## config.mk

```make
export PLATFORM = sky130hd
export DESIGN_NAME = bit_extend_unpack_flat
export DESIGN_NICKNAME = d
export VERILOG_FILES = /design/src/rtl/bit_pkg.sv /design/src/rtl/bit_extend_unpack_if.sv /design/src/rtl/bit_extend.sv /design/src/rtl/bit_extend_unpack.sv /design/src/flat_wrapper.sv
export SDC_FILE = /design/constraint.sdc
export NUM_CORES = 1
export LEC_CHECK = 0
export BUFFER_PORTS_ARGS = -buffer_cell sky130_fd_sc_hd__buf_2
export CAP_MARGIN = 20
export CORE_MARGIN = 3
export CORE_UTILIZATION = 35
export DETAILED_ROUTE_END_ITERATION = 10
export PLACE_DENSITY = 0.58
export SLEW_MARGIN = 20
export SYNTH_ARGS = -nofsm -noshare
export SYNTH_HDL_FRONTEND = slang
export SYNTH_SLANG_ARGS = --single-unit
export TNS_END_PERCENT = 20
```

## constraint.sdc

```tcl
create_clock -name CLK -period 3 [get_ports CLK]
set_input_delay 0.15 -clock CLK [delete_from_list [all_inputs] [get_ports CLK]]
set_output_delay 0.15 -clock CLK [all_outputs]
set_load 0.05 [all_outputs]
```

## src/rtl/bit_pkg.sv

```systemverilog
// Shared types for bit_extend_unpack: FSM state encoding and rail-value helper.
package bit_pkg;

  typedef enum logic {
    IDLE,
    EMIT
  } state_e;

  typedef struct packed {
    logic signed [31:0] hi;
    logic signed [31:0] lo;
  } rail_t;

  // Most-positive and most-negative values of a signed field of the given width.
  function automatic rail_t rail_values(input int unsigned width);
    rail_t r;
    r.hi = (32'sd1 <<< (width - 1)) - 32'sd1;
    r.lo = -(32'sd1 <<< (width - 1));
    return r;
  endfunction

endpackage

```

## src/rtl/bit_extend_unpack_if.sv

```systemverilog
// Packed-word input and widened-sample output handshakes of bit_extend_unpack.
interface bit_extend_unpack_if #(
  parameter int unsigned N_In   = 6,
  parameter int unsigned N_Out  = 9,
  parameter int unsigned N_Samp = 4
);
  logic [N_Samp*N_In-1:0]         IN_WORD;
  logic                           IN_VALID;
  logic                           IN_READY;
  logic signed [N_Out-1:0]        OUT;
  logic                           OUT_VALID;
  logic                           OUT_READY;
  logic                           OUT_LAST;
  logic [$clog2(N_Samp+1)-1:0]    RAIL_CNT;

  modport master (
    output IN_WORD, IN_VALID, OUT_READY,
    input  IN_READY, OUT, OUT_VALID, OUT_LAST, RAIL_CNT
  );

  modport slave (
    input  IN_WORD, IN_VALID, OUT_READY,
    output IN_READY, OUT, OUT_VALID, OUT_LAST, RAIL_CNT
  );
endinterface

```

## src/rtl/bit_extend.sv

```systemverilog
// Combinational widening of one signed sample; BIT_EXTEND_SCALE_EN left-aligns it.
module bit_extend #(
  parameter int unsigned N_In  = 6,
  parameter int unsigned N_Out = 9
) (
  input  logic signed [N_In-1:0]  in_s,
  output logic signed [N_Out-1:0] out_s
);
`ifdef BIT_EXTEND_SCALE_EN
  assign out_s = N_Out'(in_s) <<< (N_Out - N_In);
`else
  assign out_s = N_Out'(in_s);
`endif
endmodule

```

## src/rtl/bit_extend_unpack.sv

```systemverilog
// Unpacks N_Samp signed samples per word, widens each to N_Out bits and counts rail samples.
// Optional macro BIT_EXTEND_SCALE_EN selects left-aligned (scaled) output.
module bit_extend_unpack
  import bit_pkg::*;
#(
  parameter int unsigned N_In   = 6,
  parameter int unsigned N_Out  = 9,
  parameter int unsigned N_Samp = 4
) (
  input  logic                 CLK,
  input  logic                 RST,
  bit_extend_unpack_if.slave   bus
);

  localparam int unsigned CW   = $clog2(N_Samp);
  localparam int unsigned RW   = $clog2(N_Samp + 1);
  localparam rail_t       RAIL = rail_values(N_In);

  state_e                    state_q, state_d;
  logic [N_Samp*N_In-1:0]    word_q, word_d;
  logic [CW-1:0]             cnt_q, cnt_d;
  logic [RW-1:0]             rail_q, rail_d;
  logic signed [N_Out-1:0]   out_q, out_d;
  logic                      valid_q, valid_d;
  logic                      last_q, last_d;

  logic                      in_ready, in_xfer, out_xfer;
  logic [N_Samp*N_In-1:0]    sel_word;
  logic [CW-1:0]             sel_idx, cnt_inc;
  logic signed [N_In-1:0]    samp;
  logic signed [31:0]        samp32;
  logic signed [N_Out-1:0]   samp_ext;
  logic                      samp_rail;

  assign in_ready = !RST && ((state_q == IDLE) || (valid_q && last_q && bus.OUT_READY));
  assign in_xfer  = in_ready && bus.IN_VALID;
  assign out_xfer = !RST && valid_q && bus.OUT_READY;
  assign cnt_inc  = cnt_q + CW'(1);

  // One widener serves both the first sample of a new word and each following sample.
  always_comb begin
    sel_word = in_xfer ? bus.IN_WORD : word_q;
    sel_idx  = in_xfer ? '0 : cnt_inc;
    samp     = '0;
    for (int unsigned k = 0; k < N_Samp; k++) begin
      if (CW'(k) == sel_idx) samp = sel_word[k*N_In +: N_In];
    end
    samp32    = 32'(samp);
    samp_rail = (samp32 == RAIL.hi) || (samp32 == RAIL.lo);
  end

  bit_extend #(.N_In(N_In), .N_Out(N_Out)) u_ext (
    .in_s  (samp),
    .out_s (samp_ext)
  );

  always_comb begin
    state_d = state_q;
    word_d  = word_q;
    cnt_d   = cnt_q;
    rail_d  = rail_q;
    out_d   = out_q;
    valid_d = valid_q;
    last_d  = last_q;
    if (in_xfer) begin
      state_d = EMIT;
      word_d  = bus.IN_WORD;
      cnt_d   = '0;
      rail_d  = RW'(samp_rail);
      out_d   = samp_ext;
      valid_d = 1'b1;
      last_d  = 1'b0;
    end else if (out_xfer) begin
      if (last_q) begin
        state_d = IDLE;
        cnt_d   = '0;
        rail_d  = '0;
        out_d   = '0;
        valid_d = 1'b0;
        last_d  = 1'b0;
      end else begin
        cnt_d   = cnt_inc;
        rail_d  = rail_q + RW'(samp_rail);
        out_d   = samp_ext;
        last_d  = (cnt_inc == CW'(N_Samp - 1));
      end
    end
  end

  always_ff @(posedge CLK) begin
    if (RST) begin
      state_q <= IDLE;
      word_q  <= '0;
      cnt_q   <= '0;
      rail_q  <= '0;
      out_q   <= '0;
      valid_q <= 1'b0;
      last_q  <= 1'b0;
    end else begin
      state_q <= state_d;
      word_q  <= word_d;
      cnt_q   <= cnt_d;
      rail_q  <= rail_d;
      out_q   <= out_d;
      valid_q <= valid_d;
      last_q  <= last_d;
    end
  end

  // Outputs are forced idle while RST is high so a pending sample cannot be taken.
  assign bus.IN_READY  = in_ready;
  assign bus.OUT       = RST ? '0 : out_q;
  assign bus.OUT_VALID = !RST && valid_q;
  assign bus.OUT_LAST  = !RST && last_q;
  assign bus.RAIL_CNT  = RST ? '0 : rail_q;

endmodule

```

## src/flat_wrapper.sv

```systemverilog
// flat-port wrapper written by rule: the top's interface ports become plain ports
module bit_extend_unpack_flat import bit_pkg::*;
#(
  parameter int unsigned N_In   = 6,
  parameter int unsigned N_Out  = 9,
  parameter int unsigned N_Samp = 4
)
  (CLK, RST, bus_IN_WORD, bus_IN_VALID, bus_OUT_READY, bus_IN_READY, bus_OUT, bus_OUT_VALID, bus_OUT_LAST, bus_RAIL_CNT);
  bit_extend_unpack_if #(.N_In(N_In), .N_Out(N_Out), .N_Samp(N_Samp)) bus_i ();
  input  logic CLK;
  input  logic RST;
  input wire logic [$bits(bus_i.IN_WORD)-1:0] bus_IN_WORD;
  input wire logic [$bits(bus_i.IN_VALID)-1:0] bus_IN_VALID;
  input wire logic [$bits(bus_i.OUT_READY)-1:0] bus_OUT_READY;
  output wire logic [$bits(bus_i.IN_READY)-1:0] bus_IN_READY;
  output wire logic [$bits(bus_i.OUT)-1:0] bus_OUT;
  output wire logic [$bits(bus_i.OUT_VALID)-1:0] bus_OUT_VALID;
  output wire logic [$bits(bus_i.OUT_LAST)-1:0] bus_OUT_LAST;
  output wire logic [$bits(bus_i.RAIL_CNT)-1:0] bus_RAIL_CNT;
  assign bus_i.IN_WORD = bus_IN_WORD;
  assign bus_i.IN_VALID = bus_IN_VALID;
  assign bus_i.OUT_READY = bus_OUT_READY;
  assign bus_IN_READY = bus_i.IN_READY;
  assign bus_OUT = bus_i.OUT;
  assign bus_OUT_VALID = bus_i.OUT_VALID;
  assign bus_OUT_LAST = bus_i.OUT_LAST;
  assign bus_RAIL_CNT = bus_i.RAIL_CNT;
  bit_extend_unpack #(.N_In(N_In), .N_Out(N_Out), .N_Samp(N_Samp)) u_core (.CLK(CLK), .RST(RST), .bus(bus_i));
endmodule
```

==> impl_results.md, run 1 <==
- Final period util: between 90 and 100%
- Maximum vdd ir drop: 0.266 mV
- Worst path cell trace: inv_1, ha_4, mux4_2, mux2i_2, nor4b_1, a2bb2o_1, ha_1, ha_1, nor3b_1, a21oi_1, nor3_1
- Min-Delay Path Class: in -> reg
- Largest net degree at the start of global routing: 50
- Global-route wire length before repair: between 6000 and 7000 um
- Tot Pwr: about 1.0 mW
- Num rows: 24
- CTS Buf Count: 5
- Crit-path most repeated cell: ha_1
- Clock-pin slew on the worst setup and hold paths: roughly 70 ps
- Post-Synth Simple-Gate Area: between 20% and 30%
- Cells after Synth: 200
- # IOs: between 40 and 50
- Warnings, synthesis: 0
- Vias/cell: between 4 and 5
- Final setup fails: 0
- Startpoint Class: register
- DRT iter0 DRCs: 90
- Clock latency on the worst-skew pair: 280 ps
- Fmax: between 300 and 400 MHz
- Hold Crit Endpoint: u_core.word_q[13]
- DIE WIDTH: between 70 and 80 um
- Top cells by area, synth: dfxtp_1 43%, nand2_1 11%, mux4_2 7.9%
- Post CTS Setup Buffer Count: 0
- Slowest cell on crit path: mux4_2
- Hold path cells: 3
- Critical Path Sink Type: register
- Lkg Pwr: between 0.8 and 0.9 nW
- Setup TNS Final: 0 ps
- Cell taking the most area after synthesis: dfxtp_1
- Hold Slack: around 55 ps
- Post-Syn Area: around 1700 um2
- IO buf count: 42
- Cell area power density: a little under 500 nW/um2
- Fill count: between 400 and 500
- Initial Util: a little under two fifths
- CTS H-Tree Depth: 2
- Mux share of post-synthesis cell area: about 11%
- Initial antenna violation count: 0
- Area share of fa/ha/maj cells after synthesis: under 10%
- Clock Sinks: 37
- Most frequent cells after synthesis: 49 x nand2_1, 37 x dfxtp_1, 25 x a21oi_1, 13 x nor2_1, 11 x clkbuf_1
- Die area: roughly 5800 um2
- Compound-Gate Fraction of Synth Area: approximately 14%
- Final HPWL DP: ~2500 um
- Clock Tree Buf Depth: 2
- Crit path largest cell delay: 510 ps
- Slew of the pin with the lowest slew margin: just under 500 ps
- Syn nets: between 200 and 250
- WL final: around 3700 um
- Top cell type's share of synthesized area: a little over two fifths
- Flops & latches, synth: 37
- Via count: between 1,000 and 1,500
- Data required, critical path: ~3200 ps
- Antenna Nets Post-Route: 0
- Die Y: between 70 and 80 um
- Crit path max fanout: 7
- WL/cell: 12.2 um
- Share of flip-flops with an asynchronous set or reset: 0%
- Syn Area/Cell: 8.58 um2
- Post-synth EDFFs: 0
- Crit path arrival time: between 2000 and 3000 ps
- First-pass DRT Iterations: 4
- CP Depth: 11
- Vias in the first global route: ~1,400
- Drt drc: 0
- Layout cell share with drive strength beyond 1: ~28%
- Final hold viol count: 0
- Bufs and invs on worst path: 1
- Worst r2r src: u_core.cnt_q[0]
- Top_reg_cell synth: dfxtp_1
- Nets@finish: roughly 270
- Worst Path Class, Setup: reg -> reg
- Post-Synth XOR/XNOR Area: 0%
- Largest family of logic cells by synthesized area: simple AND/OR/NAND/NOR gates
- Status: finished clean
- Tot GR Track Use: around 14%
- Most numerous cell in the Yosys netlist: nand2_1
- Overflow after GRT: 0
- Final Max Slew Viols: 0
- Root buf cell: clkbuf_8
- GPL Wtd Cong: 0.703
- Worst R2R Setup Slack: about 270 ps
- Hold Path Origin: bus_IN_WORD[13]
- Tmin final: 2730 ps
- Antenna cells: 0
- Reg2reg path depth: 11
- RR Endpoint: u_core.rail_q[1]
- Clock Skews: roughly 2.0 ps
- RSZ-0062 raised after global routing: no
- Total core area: ~4500 um2
- P&R area growth vs syn: 20.7%
- CP top delay family: adder cells
- Max-Cap Viols: 0
- Number of distinct library cells after synthesis: 27
- Max_slew headroom: 67.1%
- CTS tree: done
- Seq/Total Area, Yosys: between 40% and 50%
==> what timing repair did <==
action                     in CTS  in global routing
hold buffers                    0                  0
resized for setup               0                  5
setup endpoints to repair       0                  3
hold endpoints to repair        0                  0
==> power by group <==
| group | total, mW | internal [mW] | switching [mW] |
|---|---|---|---|
| sequential | 0.522 | 0.512 | 0.00982 |
| combinational | 0.139 | 0.0560 | 0.0835 |
| clock | 0.348 | 0.182 | 0.166 |
==> placed cells by master (no fill, tap or decap), drive strengths merged, types with 3 or more instances in the layout <==
cell    netlist  routed
nand2        49      49
buf           7      47
dfxtp        37      37
a21oi        25      25
nor2         13      13
inv           7       7
clkbuf       11       7
mux4          6       6
o32ai         6       6
nor3          6       6
mux2i         6       6
nor2b         5       5
o21ai         4       4
nor3b         4       4
nand2b        3       3
ha            3       3
==> per-stage QoR <==
stage / util (%) / instance area [um2] / worst slack [ps] / instances
6_report: 45.7 / 2070 / 269 / 301
5_1_grt: 45.7 / 2070 / 54.4 / 301
4_1_cts: 45.2 / 2050 / 41.8 / 301
3_5_place_dp: 43.3 / 1960 / 54.2 / 294
3_3_place_gp: 43.3 / 1960 / 117 / 294
2_1_floorplan: - / 1720 / 108 / 200
==> worst reg2reg max path: stages, from the launching register on <==
cell and delay [ps]:
dfxtp_1 330, inv_1 70, ha_4 320, mux4_2 510, mux2i_2 220, nor4b_1 80, a2bb2o_1 310, ha_1 190
ha_1 260, nor3b_1 130, a21oi_1 130, nor3_1 60
==> sequential cells by signal, summed over array words and instances (netlist names) <==
signal	flops
u_core.last_q	1
u_core.rail_q	3
u_core.word_q	24
u_core.out_q	6
u_core.cnt_q	2
u_core.state_q	1
==> final cells by class <==
cell class                      count  area (um2)  area share [%]
Inverter                            7        26.3            1.27
Sequential cell                    37         741            35.7
Tap cell                           65        81.3            3.93
Timing Repair Buffer               47         260            12.6
Clock buffer                        7        86.3            4.17
Multi-Input combinational cell    138         877            42.3
==> cell families (layout without fill, tap and decap cells) <==
kind of cell,Yosys count,in the layout
simple gates,83,83
compound gates,40,40
buf+inv,25,61
fa+ha+maj,3,3
flops,37,37
mux,12,12
==> worst max-delay path by stage <==
stage                     from                to
2_1_floorplan  u_core.cnt_q[0]  u_core.rail_q[1]
6_report       u_core.cnt_q[0]  u_core.rail_q[1]
5_1_grt        u_core.cnt_q[0]  u_core.rail_q[1]
3_5_place_dp   u_core.cnt_q[0]  u_core.rail_q[1]
4_1_cts        u_core.cnt_q[0]  u_core.rail_q[1]
3_3_place_gp   u_core.cnt_q[0]  u_core.rail_q[1]
==> metal layers <==
metal,global-route usage (%),share of wire [%],routed length (um),up-vias
met5,0,0,0,-
met1,19.9,51,1860,625
met4,5.43,1.9,69,0
met3,4.14,5.6,206,7
met2,19.1,42,1540,38
li1,-,-,-,751
Note: power is estimated with default switching activity, not from simulation.
==> inputs of run 2 (changes only) <==
CORE_UTILIZATION = 47   (was 35)
PLACE_DENSITY = 0.74   (was 0.58)
==> impl_results.md, run 2 (synthesized netlist as in run 1, its figures left out) <==
- Status: finished clean
- Largest net degree at the start of global routing: 50
- Clock Tree Buf Depth: 2
- Crit path max fanout: 7
- Clock latency on the worst-skew pair: between 300 and 400 ps
- Total core area: between 3000 and 4000 um2
- Max-Cap Viols: 0
- Sequential power share: a little under three fifths
- Commonest non-fill, non-tap cells in the layout: 49 x nand2_1, 42 x buf_2, 37 x dfxtp_1
- Worst path cell trace: inv_1, ha_2, mux4_2, mux2i_2, nor4b_1, a2bb2o_1, ha_1, ha_1, nor3b_1, a21oi_1, nor3_1
- CTS Buf Count: 5
- Post-Place Cells: 277
- Max_slew headroom: 60.5%
- Final hold viol count: 0
- Clock Sinks: 37
- WL/cell: around 12 um
- Startpoint Class: register
- Critical Path Sink Type: register
- Max reg flops: 24
- Clock-pin slew on the worst setup and hold paths: between 100 and 150 ps
- Clock Skews: roughly 9.9 ps
- Crit-path most repeated cell: ha_1
- Crit path arrival time: 3080 ps
- IO buf count: 42
- Final setup fails: 0
- Pre-CTS setup slack: between 50 and 60 ps
- Final Max Slew Viols: 0
- CP top delay family: adder cells
- Combinational group share of total power: 15.5%
- WL final: between 3000 and 4000 um
- Final period util: 95.5%
- Tot GR Track Use: about 18%
- Tmin final: 2870 ps
- Global-route wire length before repair: 5930 um
- CTS H-Tree Depth: 2
- Slew of the pin with the lowest slew margin: about 600 ps
- Crit path largest cell delay: 530 ps
- Post-Route Utilization: between 50% and 60%
- First-pass DRT Iterations: 4
- Via count: 1,463
- Tot Pwr: between 0.9 and 1 mW
- Reg with most FFs: u_core.word_q
- Cell Int Power: ~0.66 mW
- Most common cell after layout, fill and taps aside: nand2_1
- Vias in the first global route: between 1,000 and 1,500
- NetSw: 0.249 mW
- Overflow after GRT: 0
- Nets@finish: roughly 270
- # IOs: 43
- Final WS setup: 134 ps
- DIE WIDTH: 66.4 um
- Die area: roughly 4400 um2
- Slowest cell on crit path: mux4_2
- Antenna Nets Post-Route: 0
- Maximum vdd ir drop: 0.317 mV
- CTS tree: done
- Largest regs: u_core.word_q (24), u_core.out_q (6), u_core.rail_q (3)
- Cell area power density: ~450 nW/um2
- GPL Wtd Cong: 0.786
- Drt drc: 0
- Post-route insts no fill: around 290
- Data required, critical path: ~3200 ps
- Antenna cells: 0
- Vias/cell: between 5 and 6
- Num rows: 21
- Initial Util: 50.3%
- Lkg Pwr: a little over 0.8 nW
- Bufs and invs on worst path: 1
- Initial antenna violation count: 0
- Min-Delay Path Class: in -> reg
- DRT iter0 DRCs: between 40 and 50
- Root buf cell: clkbuf_4
- Final HPWL DP: 2530 um
- Die Y: between 60 and 70 um
- Worst Path Class, Setup: reg -> reg
- Setup TNS Final: 0 ps
- Switch share: 27.3%
- P&R area growth vs syn: 18.7%
- Clock power share: between 20% and 30%
- Fmax: 349 MHz
- Post CTS Setup Buffer Count: 0
- Layout cell share with drive strength beyond 1: between 20 and 30%
[run 2: cell types whose count changed in the layout (fill, tap and decap cells not counted), moves of 3 or more]
cell / change
clkbuf_4: +5
clkbuf_8: -6
buf_4: +3
dlygate4sd3_1: +3
[run 2: through the flow]
step / area (um2) / hold WS, ps
global placement: 1940 / 343
finish: 2040 / 29.0
detailed placement: 1940 / 354
CTS: 2020 / 14.7
global route: 2040 / 7.81
floorplan: 1720 / 259
[run 2: path summary, 6_finish.rpt]
| check | startpoint | endpoint | slack, ps | depth (start not counted) |
|---|---|---|---|---|
| max | u_core.cnt_q[0] | u_core.rail_q[1] | 130 | 11 |
| max reg2reg | u_core.cnt_q[0] | u_core.rail_q[1] | 130 | 11 |
| min reg2reg | u_core.word_q[3] | u_core.word_q[3] | 460 | 2 |
| min | bus_IN_WORD[6] | u_core.word_q[6] | 30 | 3 |
[run 2: tightest hold or removal path: stages]
cell	delay [ps]
buf_2	90
nand2_1	40
a21oi_1	50
[run 2: what timing repair did]
action,CTS,global route
setup endpoints to repair,0,3
hold buffers,3,0
resized for setup,0,4
hold endpoints to repair,3,0
[run 2: final cells by class]
type / instances / area (um2)
fill: 339 / 1380
multi-input combinational: 138 / 867
sequential: 37 / 741
timing repair buffer: 52 / 293
tap: 46 / 57.6
clock buffer: 7 / 45.0
inverter: 7 / 26.3
clock inverter: 1 / 7.51
[run 2: power groups by stage]
stage / clock [mW] / sequential [mW] / combinational [mW]
after detailed placement: 0 / 0.534 / 0.136
after global placement: 0 / 0.533 / 0.135
final: 0.248 / 0.522 / 0.141
after floorplan: 0 / 0.529 / 0.0977
after global routing: 0.281 / 0.524 / 0.156
after CTS: 0.259 / 0.522 / 0.139
[run 2: layer usage]
layer	track usage (%)	part of all wire, %	vias up
met1	23.9	48	654
met4	9.64	2.1	0
met5	0	0	-
met2	25.4	45	38
li1	-	-	764
met3	4.25	5.6	7
==> inputs of run 3 (changes only) <==
CELL_PAD_IN_SITES_DETAIL_PLACEMENT = 1   (was default)
CELL_PAD_IN_SITES_GLOBAL_PLACEMENT = 1   (was default)
CORE_UTILIZATION = 35   (was 47)
==> impl_results.md, run 3 (synthesized netlist as in run 1, its figures left out) <==
- Instance area at placement: between 1500 and 2000 um2
- Final hold viol count: 0
- DIE WIDTH: around 76 um
- Lkg Pwr: 0.825 nW
- Final setup fails: 0
- Reg with most FFs: u_core.word_q
- Crit path max fanout: 7
- Fill count: ~570
- Min-Delay Path Class: in -> reg
- Fin area: 2080 um2
- Hold Slack: 56.6 ps
- Final HPWL DP: 2950 um
- Overflow after GRT: 0
- Crit path largest cell delay: 500 ps
- Global-route wire length before repair: approximately 7200 um
- Max_slew headroom: between 60% and 70%
- First-pass DRT Iterations: 4
- Crit-path most repeated cell: ha_1
- IO buf count: 42
- WL/cell: around 14 um
- Clock Skews: roughly 8.6 ps
- Antenna cells: 0
- DRT iter0 DRCs: between 100 and 150
- Worst path cell trace: inv_1, ha_4, mux4_2, mux2i_1, nor2_1, a2bb2o_1, ha_1, ha_1, nor3b_1, a21oi_1, nor3_1
- Hold_buf cts: 0
- Max-Cap Viols: 0
- Post-Route Utilization: between 40% and 50%
- CTS H-Tree Depth: 2
- CTS tree: done
- CTS Buf Count: 5
- GPL Wtd Cong: approximately 0.78
- Data required, critical path: between 3000 and 4000 ps
- Crit path arrival time: around 2900 ps
- Die area: 5780 um2
- Maximum vdd ir drop: about 0.22 mV
- Setup TNS Final: 0 ps
- Final Max Slew Viols: 0
- Final period util: around 92%
- Tot GR Track Use: between 10% and 20%
- Status: finished clean
- WL final: approximately 4200 um
- Slew of the pin with the lowest slew margin: slightly above 500 ps
- Total core area: about 4500 um2
- Nets@finish: ~270
- Commonest non-fill, non-tap cells in the layout: 49 x nand2_1, 42 x buf_2, 37 x dfxtp_1
- Via count: ~1,500
- Clock latency on the worst-skew pair: a little under 300 ps
- Critical Path Sink Type: register
- Startpoint Class: register
- Slowest cell on crit path: mux4_2
- Most common cell after layout, fill and taps aside: nand2_1
- Largest regs: u_core.word_q (24), u_core.out_q (6), u_core.rail_q (3)
- Vias in the first global route: approximately 1,500
- Die Y: 76.0 um
- P&R area growth vs syn: 21.4%
- Register area: ~740 um2
- Num rows: 24
- Root buf cell: clkbuf_8
- Area occupied by multi-input gates: 873 um2
- Clock Sinks: 37
- Drt drc: 0
- Antenna Nets Post-Route: 0
- Largest net degree at the start of global routing: 50
- Tmin final: between 2000 and 3000 ps
- Clock Tree Buf Depth: 2
- Initial Util: 37.9%
- Max reg flops: 24
- Worst Path Class, Setup: reg -> reg
- Cell area power density: ~500 nW/um2
- Fmax: about 360 MHz
- Clock-pin slew on the worst setup and hold paths: about 70 ps
- Tot Pwr: around 1.0 mW
- # IOs: 43
- Layout cell share with drive strength beyond 1: between 20 and 30%
- Vias/cell: a little under 5
- Initial antenna violation count: 0
- Post CTS Setup Buffer Count: 0
## run 3: cell count changes in the layout (fill, tap and decap cells not counted), moves of 2 or more
cell / delta
clkbuf_8: +7
clkbuf_4: -5
buf_4: -3
dlygate4sd3_1: -3
clkbuf_1: -2
## run 3: layer usage
metal  routed length [um]  GRT usage (%)  vias up
met5                    0              0        -
met4                   42           5.25        0
li1                     -              -      748
met2                 1890           22.8       37
met3                  239           5.67        7
met1                 2020           20.5      693
## run 3: worst max-delay path: cells and delay by family, from the launching register on
family / cells / cell delay, ps
flops: 1 / 330
compound gates: 2 / 420
simple gates: 3 / 290
mux: 2 / 750
buf+inv: 1 / 70
fa+ha+maj: 3 / 780
## run 3: layout make-up
class	count	area share, %
multi-input cells	138	41.9
flip-flops and latches	37	35.6
repair buffers	47	12.5
clock buffers	7	4.62
well taps	65	3.90
inverters	7	1.26
clock inverters	1	0.240
## run 3: timing repair
item	4_1_cts	5_1_grt
resized for setup	1	3
endpoints found under the setup margin	1	1
pin swaps	0	0
## run 3: worst paths after layout
check                   start           endpoint  slack (ps)  depth (start not counted)
max           u_core.cnt_q[0]   u_core.rail_q[1]         230                         11
min           bus_IN_WORD[13]  u_core.word_q[13]          60                          3
min reg2reg  u_core.word_q[3]   u_core.word_q[3]         460                          2
max reg2reg   u_core.cnt_q[0]   u_core.rail_q[1]         230                         11
## run 3: power by group
part           internal [mW]  switching (mW)
Clock                  0.208           0.177
Combinational         0.0554          0.0865
Sequential             0.512          0.0103
## run 3: stage by stage
step                      cells  worst slack, ps
after floorplan             200              108
after global placement      294              126
after detailed placement    294             17.8
after CTS                   302             76.9
after global routing        302            -2.24
final                       302              226
